**config.mk**
```make
export PLATFORM = sky130hd
export DESIGN_NAME = output_logic_read_mem_datos
export DESIGN_NICKNAME = d
export VERILOG_FILES = /design/src/rtl/output_logic_read_mem_datos.sv
export SDC_FILE = /design/constraint.sdc
export NUM_CORES = 1
export LEC_CHECK = 0
export CAP_MARGIN = 20
export CORE_MARGIN = 5
export CORE_UTILIZATION = 25
export DETAILED_ROUTE_END_ITERATION = 10
export PLACE_DENSITY = 0.48
export SETUP_SLACK_MARGIN = 0.02
export SYNTH_ARGS = -nofsm -noshare
export SYNTH_HDL_FRONTEND = slang
export SYNTH_SLANG_ARGS = --single-unit
```
**constraint.sdc**
```tcl
create_clock -name i_clock -period 1.93 [get_ports i_clock]
set_clock_uncertainty 0.05 [all_clocks]
set_input_delay 0.4825 -clock i_clock [delete_from_list [all_inputs] [get_ports i_clock]]
set_output_delay 0.4825 -clock i_clock [all_outputs]
set_load 0.02 [all_outputs]
```
**src/rtl/output_logic_read_mem_datos.sv**
```systemverilog
// Load-data output stage behind a synchronous data BRAM: latch the request, then align/extend the returned word.
// Optional macro LOAD_MISALIGN_EXC_EN: misaligned halfword/word loads return 0 with o_error set.
module output_logic_read_mem_datos #(
  parameter int CANT_BITS_SELECT_BYTES_MEM_DATA = 3,
  parameter int CANT_COLUMNAS_MEM_DATOS         = 4,
  parameter int CANT_BITS_DATA                  = 32,
  localparam int LSB_W = (CANT_COLUMNAS_MEM_DATOS > 1) ? $clog2(CANT_COLUMNAS_MEM_DATOS) : 1
) (
  input  logic                                       i_clock,
  input  logic                                       i_reset,
  input  logic                                       i_read_mem,
  input  logic [CANT_BITS_SELECT_BYTES_MEM_DATA-1:0] i_select_bytes_mem_datos,
  input  logic [LSB_W-1:0]                           i_address_mem_LSB,
  input  logic                                       i_flush,
  input  logic [CANT_BITS_DATA-1:0]                  i_dato_mem,
  output logic [CANT_BITS_DATA-1:0]                  o_dato,
  output logic                                       o_valid,
  output logic                                       o_busy,
  output logic                                       o_error
);

  localparam int NUM_HALF = CANT_COLUMNAS_MEM_DATOS / 2;
  localparam int HSEL_W   = (NUM_HALF > 1) ? $clog2(NUM_HALF) : 1;

  // vld_pipe[0]: stage-1 request held, vld_pipe[1]: result registered
  logic [1:0]                                 vld_pipe;
  logic [CANT_BITS_SELECT_BYTES_MEM_DATA-1:0] s1_sel;
  logic [LSB_W-1:0]                           s1_lsb;

  logic [CANT_COLUMNAS_MEM_DATOS-1:0][7:0]    lanes;
  logic [NUM_HALF-1:0][15:0]                  halves;
  logic [7:0]                                 byte_q;
  logic [15:0]                                half_q;
  logic [CANT_BITS_DATA-1:0]                  dato_nxt;
  logic                                       misalign;
  logic                                       capture;

  assign lanes   = i_dato_mem;
  assign halves  = i_dato_mem;
  assign byte_q  = lanes[s1_lsb];
  assign half_q  = halves[s1_lsb[LSB_W-1 -: HSEL_W]];
  // A flush kills the request currently in stage 1; the BRAM word is dropped with it
  assign capture = vld_pipe[0] & ~i_flush;

  always_comb begin
    dato_nxt = '0;
    misalign = 1'b0;
    case (s1_sel[1:0])
      2'd1: dato_nxt = s1_sel[2] ? {{(CANT_BITS_DATA-8){1'b0}}, byte_q}
                                 : {{(CANT_BITS_DATA-8){byte_q[7]}}, byte_q};
      2'd2: dato_nxt = s1_sel[2] ? {{(CANT_BITS_DATA-16){1'b0}}, half_q}
                                 : {{(CANT_BITS_DATA-16){half_q[15]}}, half_q};
      2'd3: dato_nxt = i_dato_mem;
      default: dato_nxt = '0;
    endcase
`ifdef LOAD_MISALIGN_EXC_EN
    misalign = ((s1_sel[1:0] == 2'd2) && s1_lsb[0]) ||
               ((s1_sel[1:0] == 2'd3) && (s1_lsb != '0));
    if (misalign) dato_nxt = '0;
`endif
  end

  always_ff @(posedge i_clock) begin
    if (i_reset) begin
      vld_pipe <= '0;
      s1_sel   <= '0;
      s1_lsb   <= '0;
      o_dato   <= '0;
      o_error  <= 1'b0;
    end else begin
      vld_pipe <= {capture, i_read_mem};
      if (i_read_mem) begin
        s1_sel <= i_select_bytes_mem_datos;
        s1_lsb <= i_address_mem_LSB;
      end
      o_error <= capture & misalign;
      if (capture) o_dato <= dato_nxt;
    end
  end

  assign o_valid = vld_pipe[1];
  assign o_busy  = vld_pipe[0];

endmodule

```
==> impl_summary.log, run 1 <==
[metrics] global-route usage over all layers: 13.9%
[metrics] Pins Over Slew Limit: 0
[metrics] number of clock buffers inserted by TritonCTS: 5
[metrics] maximum vdd drop: 0.000209 V
[metrics] peak clock frequency supported by timing: 0.544 GHz
[metrics] first-pass GRT wire length: 10800 um
[metrics] number of distinct library cells after synthesis: 28
[metrics] count of buffering cells on the critical path with inverters included: 1
[metrics] number of cells on the critical path: 1
[metrics] routed len/inst: 16.6 um
[metrics] filler cell count: 829
[metrics] data arrival time at the worst-slack endpoint: 1.31 ns
[metrics] clock-pin slew on the worst setup and hold paths: 0.07 ns
[metrics] count of final setup violators: 0
[metrics] complex-gate fraction of the synthesized area: 34.8%
[metrics] clock tree from TritonCTS: built
[metrics] Bufs on Longest Clock Path: 2
[metrics] finished layout cell area: 0.00308 mm2
[metrics] Seq cells post-synth: 39
[metrics] area of placed instances: 0.00298 mm2
[metrics] area of the core: 0.00813 mm2
[metrics] mux cell area share after synthesis: 10.7%
[metrics] antenna diode count: 0
[metrics] routability congestion estimate: 0.745
[metrics] class of the most critical setup path: flop to output port
[metrics] critical path fanouts, max: 3
[metrics] post-CTS setup buffer count: 0
[metrics] floorplan die area: 0.0102 mm2
[metrics] worst-skew pair later-pin latency: 0.29 ns
[metrics] critical path's largest stage delay: 0.63 ns
[metrics] antenna violation net count after detailed routing: 0
[metrics] layout overhead on the synthesized area: 49.5%
[metrics] crit path launch type: flop
[metrics] netlist area before placement: 0.00206 mm2
[metrics] dominant delay contributor by cell family on the critical path: buffers and inverters
[metrics] Port-buffer cells: 74
[metrics] sequential area share after synthesis: 37.9%
[metrics] post-synthesis area per instance: 9.12 um2
[metrics] commonest non-fill, non-tap cell in the layout: clkdlybuf4s50_1
[metrics] I/O pin count: 76
[metrics] master of the slowest instance on the critical path: clkdlybuf4s50_1
[metrics] site row count: 33
[metrics] net total in the final layout: 344
[metrics] synthesized netlist net count: 267
[metrics] depth of the CTS H-tree: 2
[metrics] Max-Cap Viols: 0
[metrics] Die Wd: 101 um
[metrics] Synth Area in Adders: 0%
[metrics] worst hold margin: 0.402 ns
[metrics] initial cell density of the core: 25.3%
[metrics] commonest cells after routing, fill and taps aside: 74 x clkdlybuf4s50_1, 39 x dfxtp_1, 31 x o21ai_0
[metrics] total congestion overflow after global routing: 0
[metrics] yosys warns: 0
[metrics] post-synthesis simple-gate area fraction: 10.4%
[metrics] post-CTS sizing: 0
[metrics] pwr dens: 594 mW/mm2
[metrics] vias in the first global route: 1977
[metrics] length in cells of the worst reg-to-reg path: 4
[metrics] type of the most critical hold path: flop to flop
[metrics] static leakage power: 0.995 nW
[metrics] DRC errors left: 0
[metrics] fraction of layout instances using a drive strength above 1: 13.2%
[metrics] number of cells produced by synthesis: 226
[metrics] outcome: finished, final reports clean
[metrics] total wire length after detailed routing: 6810 um
[metrics] dominant combinational cell family by area after synthesis: compound AO/OA/AOI/OAI gates
[metrics] total vias in the final route: 1950
[metrics] antenna violations before repair: 0
[metrics] clock sink count: 39
[metrics] root buffer cell: clkbuf_8
[metrics] instance count along the most critical hold path: 2
[metrics] cell count after placement: 401
[metrics] Fin. Hold Viols: 0
[metrics] worst endpoint required time: 1.40 ns
[metrics] average vias per placed instance: 4.77
[metrics] post-route minimum period: 1.84 ns
[metrics] hold buffer count at CTS: 0
[metrics] number of DRC violations after detailed-routing iteration 0: 102
[metrics] setup repair after global routing missed its margin: false
[metrics] nature of the critical path endpoint: output port
[metrics] crit share post-route: 95.2%
[metrics] chip height: 101 um
[metrics] parity-gate share of the synthesized area counting xor and xnor cells: 0%
[metrics] final HPWL from detailed placement: 5110 um
[metrics] worst-path cell chain: clkdlybuf4s50_1
[metrics] pin count of the biggest net entering global routing: 25
[metrics] router iterations before antenna repair: 4
[metrics] final std cells w/o fill: 409
## flip-flops by register name, indices dropped and copies added (netlist names)
signal and cells:
o_dato 32, s1_lsb 2, s1_sel 3, vld_pipe 2
## final timing paths
kind,from,end,slack [ns]
max,o_dato[25]$_SDFFE_PP0P_,o_dato[25],0.09
min,o_dato[7]$_SDFFE_PP0P_,o_dato[7]$_SDFFE_PP0P_,0.40
max reg2reg,s1_sel[1]$_SDFFE_PP0P_,o_dato[8]$_SDFFE_PP0P_,0.34
min reg2reg,o_dato[7]$_SDFFE_PP0P_,o_dato[7]$_SDFFE_PP0P_,0.40
## kinds of logic after synthesis
family          count (synthesis)
simple gates                   48
mux                            22
other cells                     1
flops                          39
compound gates                 92
buf+inv                        24
## cell usage after synthesis
cell,number,share of area [%]
a211oi_1,7,2.6
dfxtp_1,39,38
buf_2,2,0.49
clkbuf_1,17,3.1
inv_1,1,0.18
o21ai_0,31,7.5
and2_1,1,0.30
nand2b_1,3,0.91
o22ai_4,1,0.97
a21oi_4,10,7.9
nand2_1,16,2.9
a21oi_1,15,3.6
mux2i_1,21,10
a22oi_1,16,5.8
a21o_4,1,0.73
o21ai_1,2,0.49
o221a_1,8,4.4
buf_12,1,0.97
or3b_1,1,0.43
o21ai_4,1,0.79
nor2b_1,2,0.61
buf_4,2,0.73
nor2_1,16,2.9
mux2_2,1,0.55
nand3b_1,1,0.36
nand3_1,8,1.9
buf_6,1,0.55
conb_1,1,0.18
## area by class of cell
class	instances	area, um2	share of cell area, %
Multi-Input combinational cell	163	1160	37.5
Timing Repair Buffer	93	908	29.5
Sequential cell	39	781	25.3
Tap cell	105	131	4.26
Clock buffer	8	100	3.25
Inverter	1	3.75	0.122
## report_power, final
part,internal (mW),switching [mW],leakage (nW),total (mW)
sequential,0.824,0.0152,0.316,0.839
clock,0.326,0.286,0.0515,0.613
combinational,0.189,0.187,0.627,0.376
total,1.34,0.489,0.995,1.83
## stage by stage
step | power (mW) | util (%) | TNS (ns) | setup slack [ns]
after global placement | 1.24 | 36.6 | -2.40 | -0.124
after floorplan | 1.04 | - | 0 | 0.287
final | 1.83 | 37.9 | 0 | 0.0919
after global routing | 1.92 | 37.9 | 0 | 0.0239
after detailed placement | 1.23 | 36.6 | -2.68 | -0.145
after CTS | 1.86 | 37.9 | 0 | 0.0803
## metal layers
layer | up-vias | share of wire [%] | GRT usage [%] | routed length (um)
met2 | 47 | 47 | 22.1 | 3190
li1 | 975 | - | - | -
met3 | 4 | 4.5 | 3.53 | 308
met1 | 924 | 47 | 18.5 | 3230
met4 | 0 | 1.2 | 3.73 | 80
met5 | - | 0 | 0 | 0
Power figures use the tool's default switching activity.
==> run 2: changes to the inputs <==
--- a/config.mk
+++ b/config.mk
@@ -11,6 +11,7 @@
 export DETAILED_ROUTE_END_ITERATION = 10
 export PLACE_DENSITY = 0.48
 export SETUP_SLACK_MARGIN = 0.02
+export SLEW_MARGIN = 20
 export SYNTH_ARGS = -nofsm -noshare
 export SYNTH_HDL_FRONTEND = slang
 export SYNTH_SLANG_ARGS = --single-unit
==> constraint.sdc (replaced) <==
create_clock -name i_clock -period 1.93 [get_ports i_clock]
set_clock_uncertainty 0.05 [all_clocks]
set_input_delay 0.4825 -clock i_clock [delete_from_list [all_inputs] [get_ports i_clock]]
set_output_delay 0.4825 -clock i_clock [all_outputs]
set_load 0.05 [all_outputs]
==> run 2 against run 1 <==
Net effect:
- sequential share of layout area up 0.75 points
- utilization fell by 1.1 points
- die area did not move
- combinational power rose by 7.4%
- clock-buffer cell count shrank 1
- final cell count is 0.49% higher
- global-route usage about the same
- critical path depth up 4
- clock power down 11%
- flip-flop and latch count unchanged
==> impl_summary.log, run 2 (synthesis gave the netlist of run 1 again) <==
[metrics] number of flip-flops under the largest register name: 32 (unchanged)
[metrics] static leakage power: 1.06 nW (was 0.995 nW)
[metrics] setup repair after global routing missed its margin: false (unchanged)
[metrics] overall power after layout: 1.79 mW (was 1.83 mW)
[metrics] startpoint of the most critical hold path: o_dato[7]$_SDFFE_PP0P_ (unchanged)
[metrics] global-route usage over all layers: 13.9% (about the same)
[metrics] worst endpoint required time: 2.06 ns (was 1.40 ns)
[metrics] instance count along the most critical hold path: 2 (unchanged)
[metrics] length in cells of the worst reg-to-reg path: 4 (unchanged)
[metrics] total congestion overflow after global routing: 0 (unchanged)
[metrics] post-CTS setup buffer count: 0 (unchanged)
[metrics] Max-Cap Viols: 0 (unchanged)
[metrics] end of the worst register-to-register path: o_dato[9]$_SDFFE_PP0P_ (was o_dato[8]$_SDFFE_PP0P_)
[metrics] net total in the final layout: 346 (was 344)
[metrics] maximum vdd drop: 0.000231 V (was 0.000209 V)
[metrics] pin count of the biggest net entering global routing: 25 (unchanged)
[metrics] Worst Hold End: o_dato[7]$_SDFFE_PP0P_ (unchanged)
[metrics] worst-skew pair later-pin latency: 0.29 ns (about the same)
[metrics] routability congestion estimate: 0.749 (was 0.745)
[metrics] type of the most critical hold path: flop to flop (unchanged)
[metrics] average vias per placed instance: 4.77 (about the same)
[metrics] flop2flop setup slack: 0.28 ns (was 0.34 ns)
[metrics] routed len/inst: 16.6 um (about the same)
[metrics] Fin. Hold Viols: 0 (unchanged)
[metrics] Die Wd: 101 um (unchanged)
[metrics] post-CTS sizing: 0 (unchanged)
[metrics] Pins Over Slew Limit: 0 (unchanged)
[metrics] critical path fanouts, max: 8 (was 3)
[metrics] data arrival time at the worst-slack endpoint: 1.89 ns (was 1.31 ns)
[metrics] chip height: 101 um (unchanged)
[metrics] final HPWL from detailed placement: 5240 um (was 5110 um)
[metrics] total vias in the final route: 1959 (was 1950)
[metrics] worst r2r src: s1_sel[0]$_SDFFE_PP0P_ (was s1_sel[1]$_SDFFE_PP0P_)
[metrics] antenna diode count: 0 (unchanged)
[metrics] clock tree from TritonCTS: built (unchanged)
[metrics] I/O pin count: 76 (unchanged)
[metrics] depth of the CTS H-tree: 2 (unchanged)
[metrics] initial cell density of the core: 25.3% (unchanged)
[metrics] router iterations before antenna repair: 4 (unchanged)
[metrics] number of DRC violations after detailed-routing iteration 0: 50 (was 102)
[metrics] layout overhead on the synthesized area: 45.2% (was 49.5%)
[metrics] commonest non-fill, non-tap cell in the layout: buf_4 (was clkdlybuf4s50_1)
[metrics] hold buffer count at CTS: 0 (unchanged)
[metrics] Bufs on Longest Clock Path: 2 (unchanged)
[metrics] crit path launch type: primary input (was flop)
[metrics] first-pass GRT wire length: 10800 um (about the same)
[metrics] post-route minimum period: 1.76 ns (was 1.84 ns)
[metrics] crit share post-route: 91.1% (was 95.2%)
[metrics] class of the most critical setup path: primary input to flop (was flop to output port)
[metrics] register with the highest flop count: o_dato (unchanged)
[metrics] pwr dens: 599 mW/mm2 (was 594 mW/mm2)
[metrics] area of the core: 0.00813 mm2 (unchanged)
[metrics] antenna violations before repair: 0 (unchanged)
[metrics] post-layout util: 36.8% (was 37.9%)
[metrics] outcome: finished, final reports clean (unchanged)
[metrics] nature of the critical path endpoint: flop (was output port)
[metrics] floorplan die area: 0.0102 mm2 (unchanged)
[metrics] Port-buffer cells: 74 (unchanged)
[metrics] number of clock buffers inserted by TritonCTS: 5 (unchanged)
[metrics] clock-pin slew on the worst setup and hold paths: 0.07 ns (about the same)
[metrics] Top Registers: o_dato x32, s1_sel x3 (unchanged)
[metrics] antenna violation net count after detailed routing: 0 (unchanged)
[metrics] count of final setup violators: 0 (unchanged)
[metrics] total wire length after detailed routing: 6810 um (about the same)
[metrics] root buffer cell: clkbuf_8 (unchanged)
[metrics] setup TNS: 0 ns (unchanged)
[metrics] vias in the first global route: 2027 (was 1977)
[metrics] peak clock frequency supported by timing: 0.569 GHz (was 0.544 GHz)
[metrics] fraction of layout instances using a drive strength above 1: 24.5% (was 13.2%)
[metrics] commonest cells after routing, fill and taps aside: 53 x buf_4, 40 x clkdlybuf4s50_1, 39 x dfxtp_1 (was 74 x clkdlybuf4s50_1, 39 x dfxtp_1, 31 x o21ai_0)
[metrics] DRC errors left: 0 (unchanged)
[metrics] site row count: 33 (unchanged)
[metrics] clock sink count: 39 (unchanged)
## run 2: changes by cell type in the layout (fill, tap and decap cells not counted), sizes merged
cell and delta:
clkbuf -1, clkdlybuf4s50 -34, clkinv +1, buf +36
## run 2: metal layers
| metal | GRT usage [%] | vias up | share of wire [%] |
|---|---|---|---|
| li1 | - | 983 | - |
| met1 | 18.8 | 918 | 46 |
| met2 | 21.8 | 53 | 48 |
| met3 | 3.46 | 5 | 4.9 |
| met4 | 3.73 | 0 | 1.1 |
| met5 | 0 | - | 0 |
## run 2: worst max-delay path: stages
cell             delay (ns)
clkdlybuf4s50_1        0.42
mux2i_1                0.32
o22ai_4                0.16
a21o_4                 0.28
o221a_1                0.24
## run 2: how the worst max path moves through the flow
stage | slack (ns) | depth (start not counted) | startpoint | to
3_5_place_dp | -0.14 | 5 | i_dato_mem[31] | o_dato[9]$_SDFFE_PP0P_
3_3_place_gp | -0.13 | 5 | i_dato_mem[31] | o_dato[11]$_SDFFE_PP0P_
5_1_grt | 0.07 | 5 | i_dato_mem[31] | o_dato[10]$_SDFFE_PP0P_
4_1_cts | 0.17 | 5 | i_dato_mem[31] | o_dato[9]$_SDFFE_PP0P_
6_report | 0.17 | 5 | i_dato_mem[31] | o_dato[9]$_SDFFE_PP0P_
2_1_floorplan | 0.13 | 6 | vld_pipe[0]$_SDFF_PP0_ | o_dato[19]$_SDFFE_PP0P_
## run 2: stage by stage
| step | setup slack (ns) | hold slack (ns) | area [um2] | std cells |
|---|---|---|---|---|
| 6_report | 0.171 | 0.404 | 2990 | 411 |
| 5_1_grt | 0.0659 | 0.440 | 2990 | 411 |
| 4_1_cts | 0.167 | 0.411 | 2990 | 411 |
| 3_5_place_dp | -0.142 | 0.400 | 2910 | 403 |
| 3_3_place_gp | -0.130 | 0.393 | 2910 | 403 |
| 2_1_floorplan | 0.132 | 0.410 | 2060 | 226 |
## run 2: final cells by class
cell class                      instances  area (um2)
Multi-Input combinational cell        163        1160
Clock buffer                            7        76.3
Fill cell                             870        5140
Sequential cell                        39         781
Inverter                                1        3.75
Tap cell                              105         131
Timing Repair Buffer                   95         838
Clock inverter                          1        5.00
## run 2: where the power goes
part	total [mW]	switching, mW	internal [mW]	leakage, nW
sequential	0.841	0.0166	0.824	0.316
clock	0.548	0.294	0.254	0.0422
combinational	0.404	0.219	0.186	0.705
total	1.79	0.529	1.26	1.06
==> patch: new RTL, config.mk and constraints of run 2 <==
Register the inputs `i_read_mem`, `i_select_bytes_mem_datos`, `i_address_mem_LSB`, `i_flush` and `i_dato_mem` before use, with the module's reset. The logic sees them one clock later.
--- a/src/rtl/output_logic_read_mem_datos.sv
+++ b/src/rtl/output_logic_read_mem_datos.sv
@@ -22,6 +22,28 @@
   localparam int NUM_HALF = CANT_COLUMNAS_MEM_DATOS / 2;
   localparam int HSEL_W   = (NUM_HALF > 1) ? $clog2(NUM_HALF) : 1;
 
+  logic i_read_mem_q;
+  logic [CANT_BITS_SELECT_BYTES_MEM_DATA-1:0] i_select_bytes_mem_datos_q;
+  logic [LSB_W-1:0] i_address_mem_LSB_q;
+  logic i_flush_q;
+  logic [CANT_BITS_DATA-1:0] i_dato_mem_q;
+
+  always_ff @(posedge i_clock) begin
+    if (i_reset) begin
+      i_read_mem_q               <= '0;
+      i_select_bytes_mem_datos_q <= '0;
+      i_address_mem_LSB_q        <= '0;
+      i_flush_q                  <= '0;
+      i_dato_mem_q               <= '0;
+    end else begin
+      i_read_mem_q               <= i_read_mem;
+      i_select_bytes_mem_datos_q <= i_select_bytes_mem_datos;
+      i_address_mem_LSB_q        <= i_address_mem_LSB;
+      i_flush_q                  <= i_flush;
+      i_dato_mem_q               <= i_dato_mem;
+    end
+  end
+
   // vld_pipe[0]: stage-1 request held, vld_pipe[1]: result registered
   logic [1:0]                                 vld_pipe;
   logic [CANT_BITS_SELECT_BYTES_MEM_DATA-1:0] s1_sel;
@@ -35,12 +57,12 @@
   logic                                       misalign;
   logic                                       capture;
 
-  assign lanes   = i_dato_mem;
-  assign halves  = i_dato_mem;
+  assign lanes   = i_dato_mem_q;
+  assign halves  = i_dato_mem_q;
   assign byte_q  = lanes[s1_lsb];
   assign half_q  = halves[s1_lsb[LSB_W-1 -: HSEL_W]];
   // A flush kills the request currently in stage 1; the BRAM word is dropped with it
-  assign capture = vld_pipe[0] & ~i_flush;
+  assign capture = vld_pipe[0] & ~i_flush_q;
 
   always_comb begin
     dato_nxt = '0;
@@ -50,7 +72,7 @@
                                  : {{(CANT_BITS_DATA-8){byte_q[7]}}, byte_q};
       2'd2: dato_nxt = s1_sel[2] ? {{(CANT_BITS_DATA-16){1'b0}}, half_q}
                                  : {{(CANT_BITS_DATA-16){half_q[15]}}, half_q};
-      2'd3: dato_nxt = i_dato_mem;
+      2'd3: dato_nxt = i_dato_mem_q;
       default: dato_nxt = '0;
     endcase
 `ifdef LOAD_MISALIGN_EXC_EN
@@ -68,10 +90,10 @@
       o_dato   <= '0;
       o_error  <= 1'b0;
     end else begin
-      vld_pipe <= {capture, i_read_mem};
-      if (i_read_mem) begin
-        s1_sel <= i_select_bytes_mem_datos;
-        s1_lsb <= i_address_mem_LSB;
+      vld_pipe <= {capture, i_read_mem_q};
+      if (i_read_mem_q) begin
+        s1_sel <= i_select_bytes_mem_datos_q;
+        s1_lsb <= i_address_mem_LSB_q;
       end
       o_error <= capture & misalign;
       if (capture) o_dato <= dato_nxt;
Formal check against the unedited RTL: not equivalent (a bounded check fails within 4 cycles, from zero or initial values and one cycle with i_reset high).
==> patch against run 2 <==
- total power grew 130%
- synthesized area increased by 50%
- critical path depth down 1
- first-iteration DRC count up 110%
- setup slack improved by 0.12 ns
- clock power grew to 3.8 times the old value
- die area up 45%
- cell area rose by 46%
- wire length up 27%
- sequential cell count increased by 39
- critical endpoint is now o_dato[5]
- largest power group is now clock
- highest routed layer unchanged
==> patch: results (changes against run 2) <==
- Asr flop ratio synth: 0 (unchanged)
- Worst skew pair latency: 0.33 ns (+0.04 ns)
- Seq/Total Area, Yosys: 0.504 (+0.125)
- Status: completed
- Nets@finish: 424 (+23%)
- Final core occ: 0.362 (-0.00565)
- Critical register-to-register path endpoint: o_dato[5]
- Worst Hold End: o_dato[1]
- Crit path largest cell delay: 0.41 ns
- Worst reg2reg startpoint: i_flush_q
- Leak pwr: 1.53 nW (+44%)
- Syn. warnings: 0 (unchanged)
- Crit-path max FO: 8 (unchanged)
- Vias in the first global route: 2665 (+31%)
- # setup viols final: 0 (unchanged)
- Post-CTS Resized: 0 (unchanged)
- Drt pass-1 iters: 4 (unchanged)
- Fin. Hold Viols: 0 (unchanged)
- First-pass GRT wire length: 14300 microns (+32%)
- Clock-pin slew on the worst setup and hold paths: 0.06 ns
- H-tree levels: 3 (+1)
- Hold Crit Class: reg2reg
- Fillers: 1218 (+40%)
- Post-DR wirelength/cell: 15.6 microns (-6.0%)
- Top post-synthesis cells by count: dfxtp_1, nor2b_1, o21ai_0
- Share of cells above drive strength 1: 0.209 (-0.0363)
- Via/cell ratio: 4.44 (-6.9%)
- Total global routing track utilization: 0.125 (-0.0131)
- Port bufs: 74 (unchanged)
- Worst path slowest cell: nand2b_1
- Peak VDD IR: 0.480 mV (+110%)
- Initial antenna violation count: 0 (unchanged)
- DR iter-0 viols: 107 (+110%)
- Top post-synthesis cells by area: dfxtp_1, nor2b_1, mux2i_1, a21oi_4, o21ai_0
- Pre-CTS setup slack: -0.0510 ns (+0.0905 ns)
- GP Congestion: 0.729 (-2.7%)
- Reg2Reg Depth: 4 (unchanged)
- ANT cells: 0 (unchanged)
- DPL Wire Length: 6230 microns (+19%)
- Worst Path Arrival: 1.78 ns (-0.11 ns)
- Min Hold Slack: 0.407 ns (+0.00330 ns)
- Total CTS buffers: 9 (+4)
- Worst min-delay path startpoint: o_dato[1]
- Mapped Nets: 349 (+31%)
- Distinct cell type count after synthesis: 29 (+3.6%)
- Max_slew headroom: 0.512
- Largest net degree at the start of global routing: 44 (+76%)
- Clock Tree Buf Depth: 2 (unchanged)
- Flop-to-flop setup slack: 0.29 ns
- # Post-CTS Setup Buffers: 2 (+2)
- Worst hold stages: 2 (unchanged)
- Top delay family on crit path: compound AO/OA/AOI/OAI gates
- Clock root buffer master: clkbuf_16
- Post-DP Area: 0.00397 sq mm (+36%)
==> patch: kinds of logic (layout without fill, tap and decap cells) <==
group | count (synthesis) | after routing | synth area share
DFF | 78 | 78 | 0.504
AOI/OAI and AO/OA | 92 | 92 | 0.231
buffers and inverters | 28 | 108 | 0.0448
and+or+nand+nor | 87 | 87 | 0.148
other | 1 | 1 | 0.00121
muxes | 22 | 22 | 0.0714
==> patch: final cells by class <==
class,instances,area share
Sequential cell,78,0.357
Multi-Input combinational cell,202,0.321
Inverter,1,0.000859
Clock inverter,6,0.0304
Clock buffer,10,0.0547
Tap cell,168,0.0481
Timing Repair Buffer,91,0.188
==> patch: worst max path at each step <==
stage / slack (ns) / start / to / cells after the start
after CTS: 0.24 / i_flush_q / o_dato[5] / 4
final: 0.29 / i_flush_q / o_dato[5] / 4
after global placement: -0.04 / i_reset / o_dato[0] / 4
after global routing: 0.08 / i_flush_q / o_dato[5] / 4
after floorplan: 0.13 / vld_pipe[0] / o_dato[29] / 6
after detailed placement: -0.05 / i_reset / o_dato[5] / 4
==> patch: layer usage <==
metal	up-vias	part of all wire	GRT usage
li1	1221	-	-
met2	78	0.44	0.186
met5	-	0	0
met3	12	0.052	0.0378
met1	1155	0.49	0.172
met4	0	0.016	0.0434
==> patch: tightest hold or removal path, stage by stage, from the launching register on <==
cell     delay, ns
dfxtp_1       0.33
nand2_1       0.04
o21ai_0       0.05
==> patch: report_power, final <==
group	switching, mW	internal [mW]
Sequential	0.0429	1.67
Clock	0.643	1.43
Combinational	0.148	0.157
==> patch: through the flow <==
stage / power, mW / instances
after detailed placement: 2.05 / 538
after CTS: 4.14 / 556
after global placement: 2.05 / 538
after global routing: 4.25 / 556
after floorplan: 1.90 / 308
final: 4.08 / 556
